### src/rtl/carry_lookahead_adder.sv
// Two-level carry-lookahead adder with a single registered output stage.
// Optional signed-overflow output enabled by defining CLA_OVERFLOW_EN.
module carry_lookahead_adder #(
  parameter int unsigned WIDTH = 32,
  parameter int unsigned GROUP = 4
) (
  input  logic             clk,
  input  logic             rst,
  input  logic             in_valid,
  input  logic [WIDTH-1:0] a,
  input  logic [WIDTH-1:0] b,
  input  logic             cin,
  output logic [WIDTH-1:0] sum,
  output logic             cout,
  output logic             out_valid
`ifdef CLA_OVERFLOW_EN
  ,
  output logic             overflow
`endif
);

  localparam int unsigned NG = WIDTH / GROUP;

  logic [WIDTH-1:0] g;
  logic [WIDTH-1:0] p;
  logic [NG-1:0]    grp_g;
  logic [NG-1:0]    grp_p;
  logic [NG:0]      grp_c;
  logic [WIDTH:0]   c;
  logic [WIDTH-1:0] sum_next;

  assign g        = a & b;
  assign p        = a ^ b;
  assign sum_next = p ^ c[WIDTH-1:0];

  // Block generate/propagate, written as flat sum-of-products per group
  always_comb begin
    logic term;
    logic acc;
    term  = 1'b0;
    acc   = 1'b0;
    grp_g = '0;
    grp_p = '0;
    for (int k = 0; k < int'(NG); k++) begin
      acc = 1'b0;
      for (int t = 0; t < int'(GROUP); t++) begin
        term = g[k*GROUP + t];
        for (int u = t + 1; u < int'(GROUP); u++) term = term & p[k*GROUP + u];
        acc = acc | term;
      end
      grp_g[k] = acc;
      grp_p[k] = &p[k*GROUP +: GROUP];
    end
  end

  // Second-level lookahead: every group carry-in directly from G/P and cin
  always_comb begin
    logic term;
    logic acc;
    term  = 1'b0;
    acc   = 1'b0;
    grp_c = '0;
    grp_c[0] = cin;
    for (int k = 1; k <= int'(NG); k++) begin
      acc = 1'b0;
      for (int m = 0; m < k; m++) begin
        term = grp_g[m];
        for (int u = m + 1; u < k; u++) term = term & grp_p[u];
        acc = acc | term;
      end
      term = cin;
      for (int u = 0; u < k; u++) term = term & grp_p[u];
      grp_c[k] = acc | term;
    end
  end

  // Bit carries inside each group, flat from the group carry-in
  always_comb begin
    logic term;
    logic acc;
    term = 1'b0;
    acc  = 1'b0;
    c    = '0;
    for (int k = 0; k < int'(NG); k++) begin
      c[k*GROUP] = grp_c[k];
      for (int j = 1; j < int'(GROUP); j++) begin
        acc = 1'b0;
        for (int t = 0; t < j; t++) begin
          term = g[k*GROUP + t];
          for (int u = t + 1; u < j; u++) term = term & p[k*GROUP + u];
          acc = acc | term;
        end
        term = grp_c[k];
        for (int u = 0; u < j; u++) term = term & p[k*GROUP + u];
        c[k*GROUP + j] = acc | term;
      end
    end
    c[WIDTH] = grp_c[NG];
  end

  always_ff @(posedge clk) begin
    if (rst) begin
      sum       <= '0;
      cout      <= 1'b0;
      out_valid <= 1'b0;
    end else begin
      sum       <= sum_next;
      cout      <= c[WIDTH];
      out_valid <= in_valid;
    end
  end

`ifdef CLA_OVERFLOW_EN
  always_ff @(posedge clk) begin
    if (rst) overflow <= 1'b0;
    else     overflow <= (a[WIDTH-1] == b[WIDTH-1]) && (sum_next[WIDTH-1] != a[WIDTH-1]);
  end
`endif

endmodule

### config.mk
export PLATFORM = sky130hd
export DESIGN_NAME = carry_lookahead_adder
export DESIGN_NICKNAME = d
export VERILOG_FILES = /design/src/rtl/carry_lookahead_adder.sv
export SDC_FILE = /design/constraint.sdc
export NUM_CORES = 1
export LEC_CHECK = 0
export CORE_ASPECT_RATIO = 1.25
export CORE_MARGIN = 2
export CORE_UTILIZATION = 45
export DETAILED_ROUTE_END_ITERATION = 8
export PLACE_DENSITY_LB_ADDON = 0.1
export REMOVE_ABC_BUFFERS = 1
export SYNTH_ARGS = -nofsm -noshare
export SYNTH_HDL_FRONTEND = slang
export SYNTH_SLANG_ARGS = --single-unit
### constraint.sdc
create_clock -name clk -period 6.6 [get_ports clk]
set_clock_uncertainty 0.2 [all_clocks]
set_input_delay 1.32 -clock clk [delete_from_list [all_inputs] [get_ports clk]]
set_output_delay 1.32 -clock clk [all_outputs]
set_load 0.1 [all_outputs]
==> impl_metrics.tcl, run 1 <==
set metrics [dict create \
    status "finished clean" \
    clock_power_share_pct 18.6 \
    cts_buffer_depth 2 \
    switching_share_pct 45.0 \
    clk_pin_slew_ns 0.06 \
    critPathMaxStageDelay_ns 0.54 \
    peakVddDrop_mv 0.134 \
    cts_htree_levels 2 \
    synth_edf_count 0 \
    cts_resized 0 \
    clockRootBuffer "clkbuf_8" \
    worst_setup_path_end_kind "register" \
    cts_inserted_buffers 5 \
    crit_buf_inv 1 \
    rsz0062_at_grt "no" \
    p_int_mw 0.463 \
    grt_max_degree 36 \
    fin_cells 401 \
    synthArstFlopShare_pct 0 \
    ys_seq_area_share_pct 30.4 \
    core_area_um2 4760 \
    fp.dieH_um 82.9 \
    worst_pin_slew_ns 1.00 \
    synth_area_um2 2240 \
    synthTopCellsByArea "dfxtp_1 30%, ha_1 22%, fa_1 7.2%" \
    globalplace.congestion 0.701 \
    grtUsageTotal_pct 18.9 \
    hpwlAfterDp_um 3980 \
    syn2layout_area_growth_pct 52.2 \
    nets 456 \
    cap_viol_max_count 0 \
    antenna_cells 0 \
    fill_cells 409 \
    wl_per_cell_um 12.0 \
    hp-class "in2reg" \
    worst_slack_ns 2.51 \
    multi_input_area_um2 1510 \
    initial_core_util_pct 47.0 \
    ant_nets 0 \
    ios 102 \
    synth.avg_cell_area_um2 9.53 \
    finalCoreUtilization_pct 71.6 \
    remaining_drc_errors 0 \
    design.die.area_um2 5560 \
    setup_tns_ns 0 \
    synthFlopType "dfxtp_1" \
    grt_pass1_wl_um 8290 \
    p_sw_mw 0.378 \
    postCtsSetupBuffers 0 \
    power_frac_comb_pct 52.9 \
    crit_family "simple AND/OR/NAND/NOR gates" \
    critical_path_class "in2reg" \
    cp-start-kind "input pin" \
    drt_first_pass_iters 4 \
    hold_viol_final 0 \
    power_density_nw_per_um2 247 \
    final_cell_mix "101 x clkdlybuf4s50_1, 40 x ha_1, 34 x dfxtp_1, 33 x nor2_1, 19 x a21oi_1" \
    synth_seq_cells 34 \
    overflow 0 \
    max_slew_margin_pct 32.9 \
    seq_area_um2 681 \
    seqPwrFrac_pct 28.5 \
    via_count 1968 \
    dp_cells 393 \
    fin_crit_ns 4.09 \
    power_leakage_nw 1.47 \
    crit_arrival_ns 4.04 \
    wl_um 4800 \
    final_common_cell "clkdlybuf4s50_1" \
    io_buffers 101 \
    vias_per_cell 4.91 \
    fmax_ghz 0.245 \
    worstPathRequired_ns 6.55 \
    cp_max_fo 3 \
    netlist_instances 235 \
    cp_cell_sequence "clkdlybuf4s50_1 > ha_1 > a21oi_1 > o21ai_1 > nand4_1 > and3_4 > or4_4 > a31oi_2 > ha_1 > o21ai_0 > nand2b_1 > a21oi_1 > xor2_1 > nor2_1" \
    ctsHoldBuffers 0 \
    rows 28 \
    cts_tree "yes" \
    crit_slowest_cell "or4_4" \
    drt_iter0_markers 41 \
    setup_viol 0 \
    yosysWarnings 0 \
    cts.sinks 34 \
    drv_slew 0 \
    yosys.area.top_type "dfxtp_1" \
    antenna_found_initial 0 \
    die_w_um 67.1 \
    grt_pass1_vias 2012 \
    dp_worst_setup_slack_ns 2.21 \
    synth_top_area_share_pct 30.4 \
    synth_cell_type_count 34 \
    period_share_pct 62.0 \
    drive_above_1_share_pct 5.57 \
]
## registers in the layout, summed over array words and instances (netlist names)
signal / count
sum: 32
cout: 1
out_valid: 1
## routing by layer
layer  share of wire (%)  global-route usage [%]  vias up
met4                 1.6                    6.31        0
met5                   0                       0        -
met2                  54                    34.7       64
li1                    -                       -     1009
met1                  37                    20.0      889
met3                 7.4                    5.15        6
## Yosys cell counts (2+ instances only)
master / n
nand4_1: 3
fa_1: 8
ha_1: 40
nor2_1: 33
a21oi_1: 19
dfxtp_1: 34
nand2b_1: 8
xor2_1: 8
inv_1: 8
o21ai_2: 2
nor2b_1: 8
o21ai_0: 9
clkbuf_1: 4
a21oi_2: 2
o21ai_1: 4
a21o_1: 6
xnor2_1: 16
nand2_1: 7
## area by class of cell
| type | instances | area share [%] |
|---|---|---|
| Multi-Input combinational cell | 189 | 44.4 |
| Clock buffer | 7 | 2.53 |
| Inverter | 8 | 0.881 |
| Clock inverter | 1 | 0.147 |
| Sequential cell | 34 | 20.0 |
| Timing Repair Buffer | 102 | 29.9 |
| Tap cell | 60 | 2.20 |
## final timing paths
check | from | end | cells after the start
max | a[0] | sum[31] | 14
min | in_valid | out_valid | 2
## metrics by stage
step	hold WS [ns]	total power, mW	area [um^2]
2_1_floorplan	1.19	0.567	2220
3_3_place_gp	1.69	0.687	3320
3_5_place_dp	1.69	0.691	3320
4_1_cts	1.41	0.850	3410
5_1_grt	1.40	0.889	3410
6_report	1.41	0.842	3410
## power groups by stage
stage / logic, mW / registers, mW / clock network, mW
3_3_place_gp: 0.442 / 0.244 / 0
2_1_floorplan: 0.116 / 0.451 / 0
3_5_place_dp: 0.446 / 0.245 / 0
6_report: 0.445 / 0.240 / 0.156
4_1_cts: 0.448 / 0.240 / 0.161
5_1_grt: 0.476 / 0.242 / 0.171
## logic make-up (layout without fill, tap and decap cells)
family	after synthesis	in the layout	share of synthesized area (%)
flops	34	34	30.4
simple gates	68	68	15.4
xor+xnor	24	24	9.39
compound gates	49	49	13.3
fa+ha+maj	48	48	29.5
buf+inv	12	118	2.01
No activity file was read; power rests on OpenSTA's default activity.
==> inputs of run 2 (changes only) <==
CORE_UTILIZATION = 38   (was 45)
clock period = 3.3 ns   (was 6.6 ns; I/O delays follow)
==> run 2 against run 1 <==
Against the previous run:
- critical path depth stayed put
- die area is 17% higher
- global-route usage is 1.8 points lower
- non-clock buffer count is 53 higher
- sequential cell count stayed put
- combinational power is 120% higher
- sequential power is 100% higher
- sequential share of layout area is 3.4 points lower
- hold slack worse by 0.80 ns
- largest cell class unchanged
==> impl_metrics.tcl, run 2 (synthesized netlist as in run 1, its figures left out) <==
set metrics [dict create \
    vias_per_cell 4.80 \
    seqPwrFrac_pct 26.8 \
    hold_start "b[0]" \
    wl_per_cell_um 12.3 \
    setup_viol 0 \
    largestRegisters "sum (32), cout (1), out_valid (1)" \
    cts_tree "yes" \
    drive_above_1_share_pct 36.3 \
    period_share_pct 96.2 \
    ctsHoldBuffers 0 \
    antenna_cells 0 \
    hold_viol_final 0 \
    final_cell_mix "88 x buf_4, 34 x dfxtp_1, 31 x nor2_1, 31 x dlymetal6s2s_1, 26 x clkdlybuf4s50_1" \
    critical_path_class "in2reg" \
    max_slew_margin_pct 59.9 \
    drt_iter0_markers 26 \
    fin_crit_ns 3.17 \
    timing.hold.ws_ns 0.612 \
    power_frac_comb_pct 55.8 \
    remaining_drc_errors 0 \
    grt_pass1_wl_um 8940 \
    antenna_found_initial 0 \
    overflow 0 \
    status "finished clean" \
    hold_path_end "sum[0]" \
    ant_nets 0 \
    rows 31 \
    regMostFlops "sum" \
    die_w_um 72.7 \
    fmax_ghz 0.315 \
    initial_core_util_pct 39.0 \
    cts.sinks 34 \
    worst_pin_slew_ns 0.599 \
    dp_worst_setup_slack_ns -0.471 \
    largest_reg_flops 32 \
    grt_pass1_vias 2217 \
    power_density_nw_per_um2 439 \
    peakVddDrop_mv 0.221 \
    multi_input_area_um2 1820 \
    cts_htree_levels 2 \
    fp.dieH_um 89.8 \
    wl_um 5670 \
    hpwlAfterDp_um 4260 \
    clk_pin_slew_ns 0.07 \
    drv_slew 0 \
    core_area_um2 5740 \
    p_int_mw 0.998 \
    drt_first_pass_iters 4 \
    cts_buffer_depth 2 \
    ios 102 \
    via_count 2206 \
    nets 509 \
    grtUsageTotal_pct 17.1 \
    worstPathRequired_ns 3.25 \
    power_leakage_nw 2.08 \
    globalplace.congestion 0.818 \
    final_common_cell "buf_4" \
    worst_setup_path_end_kind "register" \
    clockRootBuffer "clkbuf_8" \
    seq_area_um2 681 \
    syn2layout_area_growth_pct 83.2 \
    p_sw_mw 0.803 \
    grt_max_degree 22 \
    whs_path_depth 4 \
    cp_max_fo 3 \
    cts_inserted_buffers 5 \
    cp-start-kind "input pin" \
    hp-class "in2reg" \
    switching_share_pct 44.6 \
    cap_viol_max_count 0 \
    crit_arrival_ns 3.12 \
    clock_power_share_pct 17.4 \
    fill_cells 433 \
    worst_slack_ns 0.127 \
    io_buffers 101 \
    design.die.area_um2 6530 \
]
## run 2: cell count changes in the layout (fill, tap and decap cells not counted), moves of 19 or more
cell	delta
buf_4	+87
clkdlybuf4s50_1	-75
dlymetal6s2s_1	+31
ha_1	-21
ha_4	+19
## run 2: through the flow
stage               total power, mW   TNS, ns  cells  util, %  area [um^2]
finish                         1.80         0    460     71.5         4100
global route                   1.90  -0.00849    460     71.5         4100
CTS                            1.78         0    457     66.4         3810
detailed placement             1.44     -3.51    443     62.2         3570
global placement               1.43     -2.85    443     62.2         3570
floorplan                      1.13         0    231        -         2220
## run 2: power by group through the flow
stage / Sequential [mW] / Clock, mW / Combinational (mW)
2_1_floorplan: 0.902 / 0 / 0.232
4_1_cts: 0.484 / 0.326 / 0.973
5_1_grt: 0.489 / 0.341 / 1.07
3_3_place_gp: 0.492 / 0 / 0.935
6_report: 0.483 / 0.313 / 1.00
3_5_place_dp: 0.493 / 0 / 0.945
## run 2: routing by layer
metal	wire (um)	part of all wire, %	up-vias	global-route usage, %
met5	0	0	-	0
met4	97	1.7	0	5.56
met3	318	5.6	6	4.04
met2	3070	54	63	32.0
met1	2190	39	1023	18.0
li1	-	-	1114	-
## run 2: layout make-up
cell class,count,area share (%)
multi-input combinational,189,44.5
clock buffer,7,2.10
timing repair buffer,155,34.0
inverter,8,0.732
tap,66,2.01
sequential,34,16.6
clock inverter,1,0.122
## run 2: critical path: stages
cell and delay, ns:
dlygate4sd2_1 0.26, ha_4 0.28, a21oi_2 0.07, o21ai_4 0.18, a21oi_2 0.09, and3_4 0.17, or4_4 0.55, a31oi_4 0.20
ha_2 0.19, o21ai_1 0.07, nand2b_1 0.14, a21oi_2 0.08, xor2_1 0.13, nor2_1 0.05
## run 2: timing repair
action	in CTS	in global routing
buffers inserted	6	3
cloned	0	0
gates resized for setup	30	62
pin swaps	18	23
setup endpoints to repair	4	13
hold endpoints to repair	0	0
## run 2: worst max path at each step
stage          startpoint  slack [ns]       to  depth (start not counted)
4_1_cts             b[14]       0.001  sum[31]                         14
6_report             b[5]        0.13  sum[31]                         14
3_5_place_dp         a[5]       -0.47  sum[31]                         14
5_1_grt              a[2]      -0.008  sum[31]                         14
2_1_floorplan        a[7]        0.22  sum[31]                         13
3_3_place_gp         a[5]       -0.42  sum[31]                         14
==> inputs of run 3 (changes only) <==
ABC_AREA = 1   (was unset)
CORE_UTILIZATION = 39   (was 38)
GPL_TIMING_DRIVEN = 0   (was unset)
HOLD_SLACK_MARGIN = 0.1   (was unset)
==> run 3 against run 2 <==
Against the previous run:
- combinational power fell by 16%
- sequential share of layout area rose by 2.6 points
- sequential cell count did not move
- design area fell by 14%
- maximum frequency rose by 5.4%
- global-route usage fell by 2.1 points
- critical path depth rose by 2
- die area rose by 2.8%
- total power fell by 9.1%
- clock power rose by 3%
- largest cell class unchanged
- largest power group unchanged
==> impl_metrics.tcl, run 3 <==
set metrics [dict create \
    clock_power_share_pct 19.7 \
    hold_viol_final 0 \
    clockRootBuffer "clkbuf_8" \
    peakVddDrop_mv 0.250 \
    worstPathRequired_ns 3.31 \
    regMostFlops "sum" \
    worst_pin_slew_ns 0.992 \
    fill_cells 562 \
    power_leakage_nw 1.69 \
    cts_htree_levels 2 \
    grt_pass1_vias 2031 \
    synth.most_common_cell "nand2_1" \
    fin_cells 461 \
    overflow 0 \
    fmax_ghz 0.332 \
    crit_path_frequent_cell "nand2_1" \
    synthArstFlopShare_pct 0 \
    core_area_um2 5820 \
    die_w_um 73.7 \
    synth_fa_ha_area_share_pct 27.9 \
    hpwlAfterDp_um 3970 \
    globalplace.congestion 0.762 \
    p_int_mw 0.899 \
    cts_inserted_buffers 5 \
    period_share_pct 91.3 \
    synthXorXnorAreaFrac_pct 2.96 \
    yosys.area.top_type "dfxtp_1" \
    drv_slew 0 \
    max_slew_margin_pct 33.7 \
    yosys.area_share.simple_pct 27.3 \
    final_cell_mix "100 x clkdlybuf4s50_1, 52 x nand2_1, 40 x ha_1, 34 x dfxtp_1, 33 x inv_1" \
    netlist_instances 289 \
    synth_area_um2 2370 \
    synth_cell_type_count 26 \
    synth_edf_count 0 \
    initial_core_util_pct 40.7 \
    cts_buffer_depth 2 \
    dp_cells 452 \
    via_count 2180 \
    setup_tns_ns 0 \
    fin_area_um2 3540 \
    nets 510 \
    drt_first_pass_iters 4 \
    worst_setup_path_end_kind "register" \
    power_density_nw_per_um2 462 \
    clk_pin_slew_ns 0.07 \
    cp-start-kind "input pin" \
    synth_compound_area_share_pct 7.14 \
    design.die.area_um2 6710 \
    cp_cell_sequence "clkdlybuf4s50_1 > ha_1 > nand2_4 > inv_1 > nand2_1 > nand2_1 > a21oi_1 > nand4_1 > a21o_1 > ha_1 > nand2_1 > nand3_1 > nand2_1 > inv_1 > o21ai_0 > nor3b_1" \
    largestRegisters "sum (32), cout (1), out_valid (1)" \
    antenna_cells 0 \
    crit_slowest_cell "clkdlybuf4s50_1" \
    cap_viol_max_count 0 \
    crit_arrival_ns 3.02 \
    synthTopCellsByArea "dfxtp_1 29%, ha_1 21%, nand2_1 8.2%" \
    seqPwrFrac_pct 28.9 \
    synth_top_area_share_pct 28.8 \
    final_common_cell "clkdlybuf4s50_1" \
    critPathMaxStageDelay_ns 0.40 \
    cp_max_fo 4 \
    setup_viol 0 \
    rows 31 \
    power.total_mw 1.64 \
    remaining_drc_errors 0 \
    placed_area_um2 3440 \
    antenna_found_initial 0 \
    grtUsageTotal_pct 15.0 \
    ant_nets 0 \
    switching_share_pct 45.1 \
    drt_iter0_markers 34 \
    synthFlopType "dfxtp_1" \
    cts.sinks 34 \
    rsz0062_at_grt "no" \
    wl_um 4830 \
    hp-class "in2reg" \
    synth_top_family_by_area "adder cells" \
    synthTopCellsByCount "52 x nand2_1, 40 x ha_1, 34 x dfxtp_1, 33 x inv_1, 30 x nor2_1" \
    synth.avg_cell_area_um2 8.19 \
    yosysWarnings 0 \
    grt_max_degree 35 \
    syn2layout_area_growth_pct 49.8 \
    p_sw_mw 0.739 \
    ys_seq_area_share_pct 28.8 \
    ios 102 \
    grt_pass1_wl_um 8020 \
    synth_seq_cells 34 \
    io_buffers 101 \
    cts_tree "yes" \
    fin_crit_ns 3.01 \
    drive_above_1_share_pct 6.58 \
    yosys-mux-area-fraction_pct 0 \
    status "finished clean" \
    fp.dieH_um 91.1 \
    power_frac_comb_pct 51.3 \
    critical_path_class "in2reg" \
    vias_per_cell 4.73 \
    wl_per_cell_um 10.5 \
    largest_reg_flops 32 \
]
-- run 3: changes by cell type after synthesis, sizes merged, moves of 9 or more --
cell	previous run	this run
xnor2	16	7
nor3	0	16
inv	8	33
nand2	8	61
nand3	1	10
-- run 3: metrics by stage --
stage	worst slack (ns)	util (%)	hold slack (ns)
finish	0.288	60.9	0.692
detailed placement	-0.223	59.2	0.985
CTS	0.0809	60.8	0.689
global route	0.0247	60.9	0.699
global placement	-0.196	59.2	0.990
floorplan	0.531	-	0.522
-- run 3: path summary, 6_finish.rpt --
check / startpoint / to / slack (ns) / depth (start not counted)
setup / recovery: a[11] / sum[23] / 0.29 / 16
hold / removal: rst / sum[0] / 0.69 / 2
-- run 3: timing repair --
action                     in CTS  in global routing
setup endpoints to repair       0                  3
setup buffers                   0                  1
hold buffers                    0                  0
resized for setup               0                  2
-- run 3: area by class of cell --
type                            count  area (um^2)  area share [%]
Tap cell                           66         82.6            2.33
Clock buffer                        7         86.3            2.44
Timing Repair Buffer              102         1010            28.6
Inverter                           33          124            3.50
Clock inverter                      1         5.00           0.141
Multi-Input combinational cell    218         1550            43.8
Sequential cell                    34          681            19.2
-- run 3: logic make-up (layout without fill, tap and decap cells) --
| kind of cell | Yosys count | count (layout) |
|---|---|---|
| xor gates and xnor gates | 8 | 8 |
| buffers and inverters | 37 | 143 |
| DFF | 34 | 34 |
| AOI/OAI and AO/OA | 28 | 28 |
| adders and majority gates | 48 | 48 |
| and+or+nand+nor | 134 | 134 |
-- run 3: critical path: cells and delay by family --
| family | cells | cell delay [ns] |
|---|---|---|
| simple gates | 8 | 0.78 |
| fa+ha+maj | 2 | 0.56 |
| compound gates | 3 | 0.50 |
| buf+inv | 3 | 0.49 |
-- run 3: routing by layer --
layer  routed length, um  track usage (%)  part of all wire [%]  vias to the layer above
met5                   0                0                     0                        -
met4                  70             5.00                   1.4                        0
met1                2010             16.4                    42                      963
met3                 345             4.55                   7.1                        7
met2                2400             26.7                    50                       65
li1                    -                -                     -                     1145
-- run 3: power groups by stage --
stage	logic, mW	registers (mW)	clock network, mW
2_1_floorplan	0.229	0.862	0
3_3_place_gp	0.837	0.483	0
3_5_place_dp	0.844	0.484	0
4_1_cts	0.846	0.474	0.338
5_1_grt	0.900	0.479	0.351
6_report	0.841	0.474	0.323
